[src/rtl/xif_mem_responder_if.sv]
// Bundles the coprocessor memory request/result channel and the data-bus channel of xif_mem_responder.
// The slave modport is the responder's view; the master modport is the environment's view (coprocessor + bus).
interface xif_mem_responder_if #(
  parameter int X_ID_WIDTH  = 4,
  parameter int X_MEM_WIDTH = 32
);
  typedef struct packed {
    logic [X_ID_WIDTH-1:0]    id;
    logic [31:0]              addr;
    logic [1:0]               mode;
    logic                     we;
    logic [2:0]               size;
    logic [X_MEM_WIDTH/8-1:0] be;
    logic [1:0]               attr;
    logic [X_MEM_WIDTH-1:0]   wdata;
    logic                     last;
    logic                     spec;
  } x_mem_req_t;

  typedef struct packed {
    logic [X_ID_WIDTH-1:0]  id;
    logic [X_MEM_WIDTH-1:0] rdata;
    logic                   err;
    logic                   dbg;
  } x_mem_result_t;

  logic                     mem_valid;
  logic                     mem_ready;
  x_mem_req_t               mem_req;
  logic                     mem_resp_exc;
  logic [5:0]               mem_resp_exc_code;
  logic                     mem_result_valid;
  x_mem_result_t            mem_result;

  logic                     bus_req;
  logic                     bus_gnt;
  logic [31:0]              bus_addr;
  logic                     bus_we;
  logic [X_MEM_WIDTH/8-1:0] bus_be;
  logic [X_MEM_WIDTH-1:0]   bus_wdata;
  logic                     bus_rvalid;
  logic [X_MEM_WIDTH-1:0]   bus_rdata;
  logic                     bus_err;

  modport slave (
    input  mem_valid, mem_req, bus_gnt, bus_rvalid, bus_rdata, bus_err,
    output mem_ready, mem_resp_exc, mem_resp_exc_code, mem_result_valid, mem_result,
           bus_req, bus_addr, bus_we, bus_be, bus_wdata
  );

  modport master (
    output mem_valid, mem_req, bus_gnt, bus_rvalid, bus_rdata, bus_err,
    input  mem_ready, mem_resp_exc, mem_resp_exc_code, mem_result_valid, mem_result,
           bus_req, bus_addr, bus_we, bus_be, bus_wdata
  );
endinterface

[src/rtl/xif_mem_responder.sv]
// Single-outstanding coprocessor memory responder: forwards one request to the data bus and returns one result.
// Define RVFPM_MISALIGN_CHK_EN to reject misaligned half/word accesses with an exception at handshake time.
module xif_mem_responder #(
  parameter int X_ID_WIDTH  = 4,
  parameter int X_MEM_WIDTH = 32
) (
  input  logic             clk,
  input  logic             rst,
  xif_mem_responder_if.slave xif
);
  localparam int BE_W = X_MEM_WIDTH / 8;

  typedef enum logic [1:0] {IDLE, REQ, RESP, RESULT} state_e;

  state_e                 state_q, state_d;
  logic                   mem_ready_q, mem_ready_d;
  logic                   bus_req_q, bus_req_d;
  logic                   result_valid_q, result_valid_d;
  logic [X_ID_WIDTH-1:0]  id_q, id_d;
  logic [31:0]            addr_q, addr_d;
  logic                   we_q, we_d;
  logic [BE_W-1:0]        be_q, be_d;
  logic [X_MEM_WIDTH-1:0] wdata_q, wdata_d;
  logic [X_MEM_WIDTH-1:0] rdata_q, rdata_d;
  logic                   err_q, err_d;

  logic hs;
  logic misaligned;
  logic exc;

  // mode, attr, last and spec carry no meaning for this responder.
`ifdef RVFPM_MISALIGN_CHK_EN
  logic unused_fields;
  assign unused_fields = ^{xif.mem_req.mode, xif.mem_req.attr, xif.mem_req.last, xif.mem_req.spec};
  assign misaligned = ((xif.mem_req.size == 3'd1) && xif.mem_req.addr[0]) ||
                      ((xif.mem_req.size == 3'd2) && (xif.mem_req.addr[1:0] != 2'b00));
`else
  logic unused_fields;
  assign unused_fields = ^{xif.mem_req.mode, xif.mem_req.attr, xif.mem_req.last,
                           xif.mem_req.spec, xif.mem_req.size};
  assign misaligned = 1'b0;
`endif

  assign hs  = xif.mem_valid && mem_ready_q;
  assign exc = hs && misaligned;

  always_comb begin
    state_d        = state_q;
    mem_ready_d    = mem_ready_q;
    bus_req_d      = bus_req_q;
    result_valid_d = result_valid_q;
    id_d           = id_q;
    addr_d         = addr_q;
    we_d           = we_q;
    be_d           = be_q;
    wdata_d        = wdata_q;
    rdata_d        = rdata_q;
    err_d          = err_q;
    case (state_q)
      IDLE: begin
        if (hs && !misaligned) begin
          id_d        = xif.mem_req.id;
          addr_d      = xif.mem_req.addr;
          we_d        = xif.mem_req.we;
          be_d        = xif.mem_req.be;
          wdata_d     = xif.mem_req.wdata;
          mem_ready_d = 1'b0;
          bus_req_d   = 1'b1;
          state_d     = REQ;
        end
      end
      REQ: begin
        if (xif.bus_gnt) begin
          bus_req_d = 1'b0;
          state_d   = RESP;
        end
      end
      RESP: begin
        if (xif.bus_rvalid) begin
          // Stores return zero data regardless of what the bus drives back.
          rdata_d        = we_q ? '0 : xif.bus_rdata;
          err_d          = xif.bus_err;
          result_valid_d = 1'b1;
          state_d        = RESULT;
        end
      end
      RESULT: begin
        result_valid_d = 1'b0;
        mem_ready_d    = 1'b1;
        state_d        = IDLE;
      end
      default: begin
        state_d        = IDLE;
        mem_ready_d    = 1'b1;
        bus_req_d      = 1'b0;
        result_valid_d = 1'b0;
      end
    endcase
  end

  always_ff @(posedge clk or posedge rst) begin
    if (rst) begin
      state_q        <= IDLE;
      mem_ready_q    <= 1'b1;
      bus_req_q      <= 1'b0;
      result_valid_q <= 1'b0;
      id_q           <= '0;
      addr_q         <= '0;
      we_q           <= 1'b0;
      be_q           <= '0;
      wdata_q        <= '0;
      rdata_q        <= '0;
      err_q          <= 1'b0;
    end else begin
      state_q        <= state_d;
      mem_ready_q    <= mem_ready_d;
      bus_req_q      <= bus_req_d;
      result_valid_q <= result_valid_d;
      id_q           <= id_d;
      addr_q         <= addr_d;
      we_q           <= we_d;
      be_q           <= be_d;
      wdata_q        <= wdata_d;
      rdata_q        <= rdata_d;
      err_q          <= err_d;
    end
  end

  assign xif.mem_ready         = mem_ready_q;
  assign xif.mem_resp_exc      = exc;
  assign xif.mem_resp_exc_code = exc ? (xif.mem_req.we ? 6'd6 : 6'd4) : 6'd0;
  assign xif.mem_result_valid  = result_valid_q;
  assign xif.mem_result        = '{id: id_q, rdata: rdata_q, err: err_q, dbg: 1'b0};

  assign xif.bus_req   = bus_req_q;
  assign xif.bus_addr  = addr_q;
  assign xif.bus_we    = we_q;
  assign xif.bus_be    = be_q;
  assign xif.bus_wdata = wdata_q;
endmodule

[src/flat_wrapper.sv]
// flat-port wrapper written by rule: the top's interface ports become plain ports
module xif_mem_responder_flat 
#(
  parameter int X_ID_WIDTH  = 4,
  parameter int X_MEM_WIDTH = 32
)
  (clk, rst, xif_mem_valid, xif_mem_req, xif_bus_gnt, xif_bus_rvalid, xif_bus_rdata, xif_bus_err, xif_mem_ready, xif_mem_resp_exc, xif_mem_resp_exc_code, xif_mem_result_valid, xif_mem_result, xif_bus_req, xif_bus_addr, xif_bus_we, xif_bus_be, xif_bus_wdata);
  xif_mem_responder_if #(.X_ID_WIDTH(X_ID_WIDTH), .X_MEM_WIDTH(X_MEM_WIDTH)) xif_i ();
  input  logic clk;
  input  logic rst;
  input wire logic [$bits(xif_i.mem_valid)-1:0] xif_mem_valid;
  input wire logic [$bits(xif_i.mem_req)-1:0] xif_mem_req;
  input wire logic [$bits(xif_i.bus_gnt)-1:0] xif_bus_gnt;
  input wire logic [$bits(xif_i.bus_rvalid)-1:0] xif_bus_rvalid;
  input wire logic [$bits(xif_i.bus_rdata)-1:0] xif_bus_rdata;
  input wire logic [$bits(xif_i.bus_err)-1:0] xif_bus_err;
  output wire logic [$bits(xif_i.mem_ready)-1:0] xif_mem_ready;
  output wire logic [$bits(xif_i.mem_resp_exc)-1:0] xif_mem_resp_exc;
  output wire logic [$bits(xif_i.mem_resp_exc_code)-1:0] xif_mem_resp_exc_code;
  output wire logic [$bits(xif_i.mem_result_valid)-1:0] xif_mem_result_valid;
  output wire logic [$bits(xif_i.mem_result)-1:0] xif_mem_result;
  output wire logic [$bits(xif_i.bus_req)-1:0] xif_bus_req;
  output wire logic [$bits(xif_i.bus_addr)-1:0] xif_bus_addr;
  output wire logic [$bits(xif_i.bus_we)-1:0] xif_bus_we;
  output wire logic [$bits(xif_i.bus_be)-1:0] xif_bus_be;
  output wire logic [$bits(xif_i.bus_wdata)-1:0] xif_bus_wdata;
  assign xif_i.mem_valid = xif_mem_valid;
  assign xif_i.mem_req = xif_mem_req;
  assign xif_i.bus_gnt = xif_bus_gnt;
  assign xif_i.bus_rvalid = xif_bus_rvalid;
  assign xif_i.bus_rdata = xif_bus_rdata;
  assign xif_i.bus_err = xif_bus_err;
  assign xif_mem_ready = xif_i.mem_ready;
  assign xif_mem_resp_exc = xif_i.mem_resp_exc;
  assign xif_mem_resp_exc_code = xif_i.mem_resp_exc_code;
  assign xif_mem_result_valid = xif_i.mem_result_valid;
  assign xif_mem_result = xif_i.mem_result;
  assign xif_bus_req = xif_i.bus_req;
  assign xif_bus_addr = xif_i.bus_addr;
  assign xif_bus_we = xif_i.bus_we;
  assign xif_bus_be = xif_i.bus_be;
  assign xif_bus_wdata = xif_i.bus_wdata;
  xif_mem_responder #(.X_ID_WIDTH(X_ID_WIDTH), .X_MEM_WIDTH(X_MEM_WIDTH)) u_core (.clk(clk), .rst(rst), .xif(xif_i));
endmodule
[config.mk]
export PLATFORM = sky130hd
export DESIGN_NAME = xif_mem_responder_flat
export DESIGN_NICKNAME = d
export VERILOG_FILES = /design/src/rtl/xif_mem_responder_if.sv /design/src/rtl/xif_mem_responder.sv /design/src/flat_wrapper.sv
export SDC_FILE = /design/constraint.sdc
export NUM_CORES = 1
export LEC_CHECK = 0
export CAP_MARGIN = 20
export CORE_MARGIN = 3
export CORE_UTILIZATION = 40
export DETAILED_ROUTE_END_ITERATION = 8
export GPL_TIMING_DRIVEN = 0
export PLACE_DENSITY = 0.85
export SETUP_SLACK_MARGIN = 0.3
export SLEW_MARGIN = 20
export SYNTH_ARGS = -nofsm -noshare
export SYNTH_HDL_FRONTEND = slang
export SYNTH_SLANG_ARGS = --single-unit
[constraint.sdc]
create_clock -name clk -period 4.63 [get_ports clk]
set_clock_uncertainty 0.05 [all_clocks]
set_input_delay 0.926 -clock clk [delete_from_list [all_inputs] [get_ports clk]]
set_output_delay 0.926 -clock clk [all_outputs]
set_load 0.05 [all_outputs]
## After elaboration in Yosys (flattened, before gate mapping)

Cells that the tools add are included.

- Register bits after elaboration: 111
- Input port bits: 120
- Output and inout port bits: 117
- Logic and storage cells: 40

- Equality and inequality tests: 6
- Mux-type cells: 12
- Reductions and logical operators: 11

Operator list:

| cell | number |
|---|---|
| $mux W32 | 1 |
| $pmux W2 S4 | 1 |
| $reduce_and A2 Y1 | 4 |
| $mux W2 | 3 |
| $pmux W1 S2 | 3 |
| $reduce_and A3 Y1 | 2 |
| $reduce_bool A2 Y1 | 3 |
| $eq A2 B2 Y1 const B | 2 |
| $mux W1 | 4 |
| $ne A2 B2 Y1 const B | 2 |
| $eq A2 B1 Y1 const B | 1 |
| $logic_not A2 Y1 | 1 |
| $ne A2 B1 Y1 const B | 1 |
| $logic_and A1 B1 Y1 | 1 |

## Longest topological paths before layout

- Depth after elaboration: 3
- Depth in mapped cells: 7
- Mapped depth without buffers: 5

## Worst setup path before layout

OpenSTA, ideal clock, no wires.

- Kind: input port to flip-flop
- Start point: input port xif_mem_valid
- End point: register u_core.state_q[1]
- Library setup time: 0.125 ns
- Data arrival time: 1.652 ns
- Required time: 4.455 ns
- Path slack: 2.803 ns
- Stages: 3
- Buffers on the path: 0
- Path through: nand2_1 a211oi_1 mux2_2

- Cells in the longest elaborated chain, start to end: 3

RTL lines:

| item | line | RTL |
|---|---|---|
| start, declared | flat_wrapper.sv:11 | `input wire logic [$bits(xif_i.mem_valid)-1:0] xif_mem_valid;` |
| $logic_and A1 B1 Y1 | xif_mem_responder.sv:44 | `assign hs = xif.mem_valid && mem_ready_q;` |
| $ne A2 B1 Y1 (no line) | -- |  |
| $reduce_and A3 Y1 (no line) | -- |  |
| end signal, assigned | xif_mem_responder.sv:115 | `state_q <= state_d;` |
| end, declared | xif_mem_responder.sv:15 | `state_e state_q, state_d;` |

No other way between the ends.
A chain may end at the register's enable or synchronous reset.

## Worst setup path after layout

- Start point: register u_core.mem_ready_q (netlist: u_core.xif.mem_ready)
- End point: output port xif_mem_ready

RTL lines:

| item | line | RTL |
|---|---|---|
| start, declared | xif_mem_responder.sv:16 | `logic mem_ready_q, mem_ready_d;` |
| start signal, assigned | xif_mem_responder.sv:116 | `mem_ready_q <= mem_ready_d;` |
| end, declared | flat_wrapper.sv:17 | `output wire logic [$bits(xif_i.mem_ready)-1:0] xif_mem_ready;` |

No word-level cell between the ends.

==> summary.txt <==
Outcome
  • Status: finished clean

Setup path
  • Count of buffering cells on the critical path with inverters included: 1
  • Kind of cell adding the most delay to the critical path: buffers and inverters
  • Worst path arrival time: between 1.5 and 2 ns
  • Critical Path End Type: output pin
  • Ordered cell list for the critical path: clkdlybuf4s50_1
  • Startpoint-to-endpoint class of the critical path: flip-flop to output pin
  • Critical path's largest stage delay: 0.84 ns
  • Data required time at the worst endpoint: 3.65 ns
  • Max stage delay cell, worst path: clkdlybuf4s50_1
  • Critical path peak fanout: 5
  • Worst setup SP type: flip-flop

STA
  • Post-route minimum period: 2.74 ns
  • Final count of hold timing violations: 0
  • Actual slew at the worst max-slew pin: ~0.55 ns
  • Fmax achieved: 365 MHz
  • Final Worst Setup Slack: between 1.5 and 2 ns
  • Unrepaired setup endpoints after global routing: no
  • Remaining max-slew budget at the tightest pin: approximately 64%
  • Setup-violating endpoint count in the final report: 0
  • Post-route fraction of the period consumed by the critical path: between 50% and 60%
  • Pins over their slew limit: 0

Pwr
  • Power per Cell Area: 830 nW/um^2
  • Power consumption: ~6 mW
  • Leakage power: ~3.2 nW
  • Worst vdd rail ir drop: between 0.5 and 0.6 mV

Detailed routing
  • Antenna Violating Nets Remaining: 0
  • Total wire length: approximately 12000 um
  • Via/cell ratio: between 4 and 5
  • DRC marker count from the first detailed-route iteration: approximately 120
  • Number of iterations in the first detailed-routing pass: 4
  • Routed vias: about 3400
  • Remaining routing DRC violations: 0
  • Average wire length per cell after detail routing: 16.3 um

Clock tree
  • Clock insertion delay at the later pin of the skew report: 0.33 ns
  • CTS tree: yes
  • Maximum buffer depth of the clock tree: 2
  • Maximum level of the CTS H-tree: 3
  • Buffers inserted during post-CTS setup optimization: 0
  • Hold bufs inserted after CTS: 0
  • CTS root buffer: clkbuf_16
  • TritonCTS Sinks: roughly 110
  • Register clock-pin slew on the reported worst setup and hold paths: ~0.070 ns
  • Number of resized instances in the post-cts repair step: 0
  • Number of CTS-inserted buffers: 9

Placement
  • Number of placed instances, taps included: 701
  • HPWL after detailed placement: around 9100 um
  • Quantity of I/O buffers inserted on ports: around 220
  • Weighted congestion reported at the end of routability-driven placement: 0.841
  • Area after DPL: 6940 sq um
  • Place WS: 2.16 ns

Synthesis
  • Top cell type by total area after synthesis: dfrtp_1
  • Syn Inst Count: ~330
  • Share of the synthesized area in the top cell type: a little over 60%
  • Part of the Yosys area used for sequential elements: between 60% and 70%
  • Number of register bits inferred by synthesis: around 110
  • Post-Synthesis Cell Area: about 4500 sq um
  • Largest cells by area after synthesis: dfrtp_1, mux2_2, nand2b_1
  • Syn. warnings: 0
  • Post-Synthesis Mean Instance Area: between 10 and 15 sq um
  • Count of different cell masters after synthesis: 22

Cells and area
  • Final-layout fill cell count: about 810
  • Highest-count cells in the layout ignoring fill and taps: clkdlybuf4s50_1, dfrtp_1, mux2_2
  • # nets final: around 700
  • Multi-input gate area: ~1500 sq um
  • Count of placed standard cells in the final layout, fillers left out: roughly 700
  • Share of post-route cells with drive strength above 1: 19.1%
  • Final cell area excluding filler cells: just over 7000 sq um
  • Antenna diode count: 0
  • Commonest non-fill, non-tap cell in the layout: clkdlybuf4s50_1
  • Area of all sequential standard cells: 2780 sq um
  • Area Growth Syn to Fin: 60.4%

Floorplanning
  • Die Height: 112 um
  • Die area: 12600 sq um
  • Number of placed I/O pins: 237
  • Core area: 10900 sq um
  • Horizontal extent of the die: 112 um
  • Number of placement rows: 38
  • Initial cell density of the core: approximately two fifths

GRT
  • Total overflow reported by the global router: 0
  • Overall global routing resource usage: 18.7%
  • Global-route wire length before repair: ~19000 um
  • Vias in the first global route: approximately 3700
  • Pin count of the biggest net entering global routing: around 70
  • Antenna violations before repair: 0

Job
  • Max-cap violations: 0

Worst hold path
  • Hold crit path type: flip-flop to flip-flop
per-layer routing:
metal,part of all wire (%),global-route usage (%)
met2,52,33.3
met3,6.5,4.31
met5,0,0
met1,38,21.4
met4,3.3,8.25
worst reg2reg max path, delay by kind of cell, from the launching register on:
family	cells	cell delay (ns)
fa+ha+maj	1	0.24
flops	1	0.40
compound gates	1	0.09
simple gates	2	0.22
buf+inv	3	0.69
power breakdown:
| group | switching [mW] | internal, mW |
|---|---|---|
| clock network | 0.331 | 0.446 |
| registers | 0.259 | 1.44 |
| logic | 2.22 | 1.32 |
| total | 2.81 | 3.20 |
cell families after synthesis:
| family | Yosys count | synth area share [%] |
|---|---|---|
| mux | 76 | 19.5 |
| compound gates | 39 | 4.58 |
| other cells | 1 | 0.0831 |
| flops | 111 | 61.6 |
| buf+inv | 31 | 4.91 |
| simple gates | 72 | 8.18 |
| fa+ha+maj | 4 | 1.11 |
sequential cells by signal, indices dropped and copies added, names as in the netlist:
| name | count |
|---|---|
| u_core.rdata_q | 32 |
| u_core.xif.bus_addr | 32 |
| u_core.xif.bus_wdata | 32 |
| u_core.id_q | 4 |
| u_core.xif.bus_be | 4 |
| u_core.state_q | 2 |
| u_core.err_q | 1 |
| u_core.xif.bus_req | 1 |
| u_core.xif.bus_we | 1 |
| u_core.xif.mem_ready | 1 |
| u_core.xif.mem_result_valid | 1 |
synth_stat cells:
| master | count |
|---|---|
| nor2_1 | 1 |
| inv_1 | 5 |
| a22o_1 | 1 |
| ha_1 | 4 |
| nand2b_1 | 32 |
| mux2_2 | 68 |
| dfstp_2 | 1 |
| mux2i_1 | 1 |
| a211oi_1 | 1 |
| mux2_4 | 7 |
| a21oi_1 | 2 |
| nor2b_1 | 2 |
| conb_1 | 1 |
| buf_4 | 9 |
| dfrtp_1 | 110 |
| nand3_4 | 1 |
| o32a_1 | 1 |
| o21ai_0 | 34 |
| clkbuf_1 | 9 |
| buf_2 | 1 |
| nand2_1 | 36 |
| clkbuf_8 | 7 |
metrics by stage:
stage	TNS [ns]	utilization, %	hold WS, ns
floorplan	0	-	0.431
global placement	-83.16	63.1	0.411
detailed placement	0	63.4	0.420
CTS	0	66.2	0.435
global route	0	66.2	0.469
finish	0	66.2	0.424
final cells by class:
class | instances | share of cell area, %
Tap cell | 140 | 2.42
Clock inverter | 3 | 0.588
Buffer | 26 | 2.80
Inverter | 5 | 0.329
Clock buffer | 12 | 3.54
Multi-Input combinational cell | 199 | 21.2
Sequential cell | 111 | 38.4
Timing Repair Buffer | 220 | 30.7
final timing paths:
path | depth (start not counted) | slack [ns] | start | to
worst min register to register | 2 | 0.42 | u_core.rdata_q[13]$_DFFE_PP0P_ | u_core.rdata_q[13]$_DFFE_PP0P_
max in group asynchronous | 3 | 2.93 | rst | u_core.xif.mem_ready$_DFFE_PP1P_
worst max-delay path | 1 | 1.89 | u_core.xif.mem_ready$_DFFE_PP1P_ | xif_mem_ready
min in group asynchronous | 2 | 0.91 | rst | u_core.xif.bus_addr[11]$_DFFE_PP0P_
worst min-delay path | 2 | 0.42 | u_core.rdata_q[13]$_DFFE_PP0P_ | u_core.rdata_q[13]$_DFFE_PP0P_
worst max register to register | 7 | 2.85 | u_core.state_q[0]$_DFFE_PP0P_ | u_core.rdata_q[7]$_DFFE_PP0P_
Power figures use the tool's default switching activity.
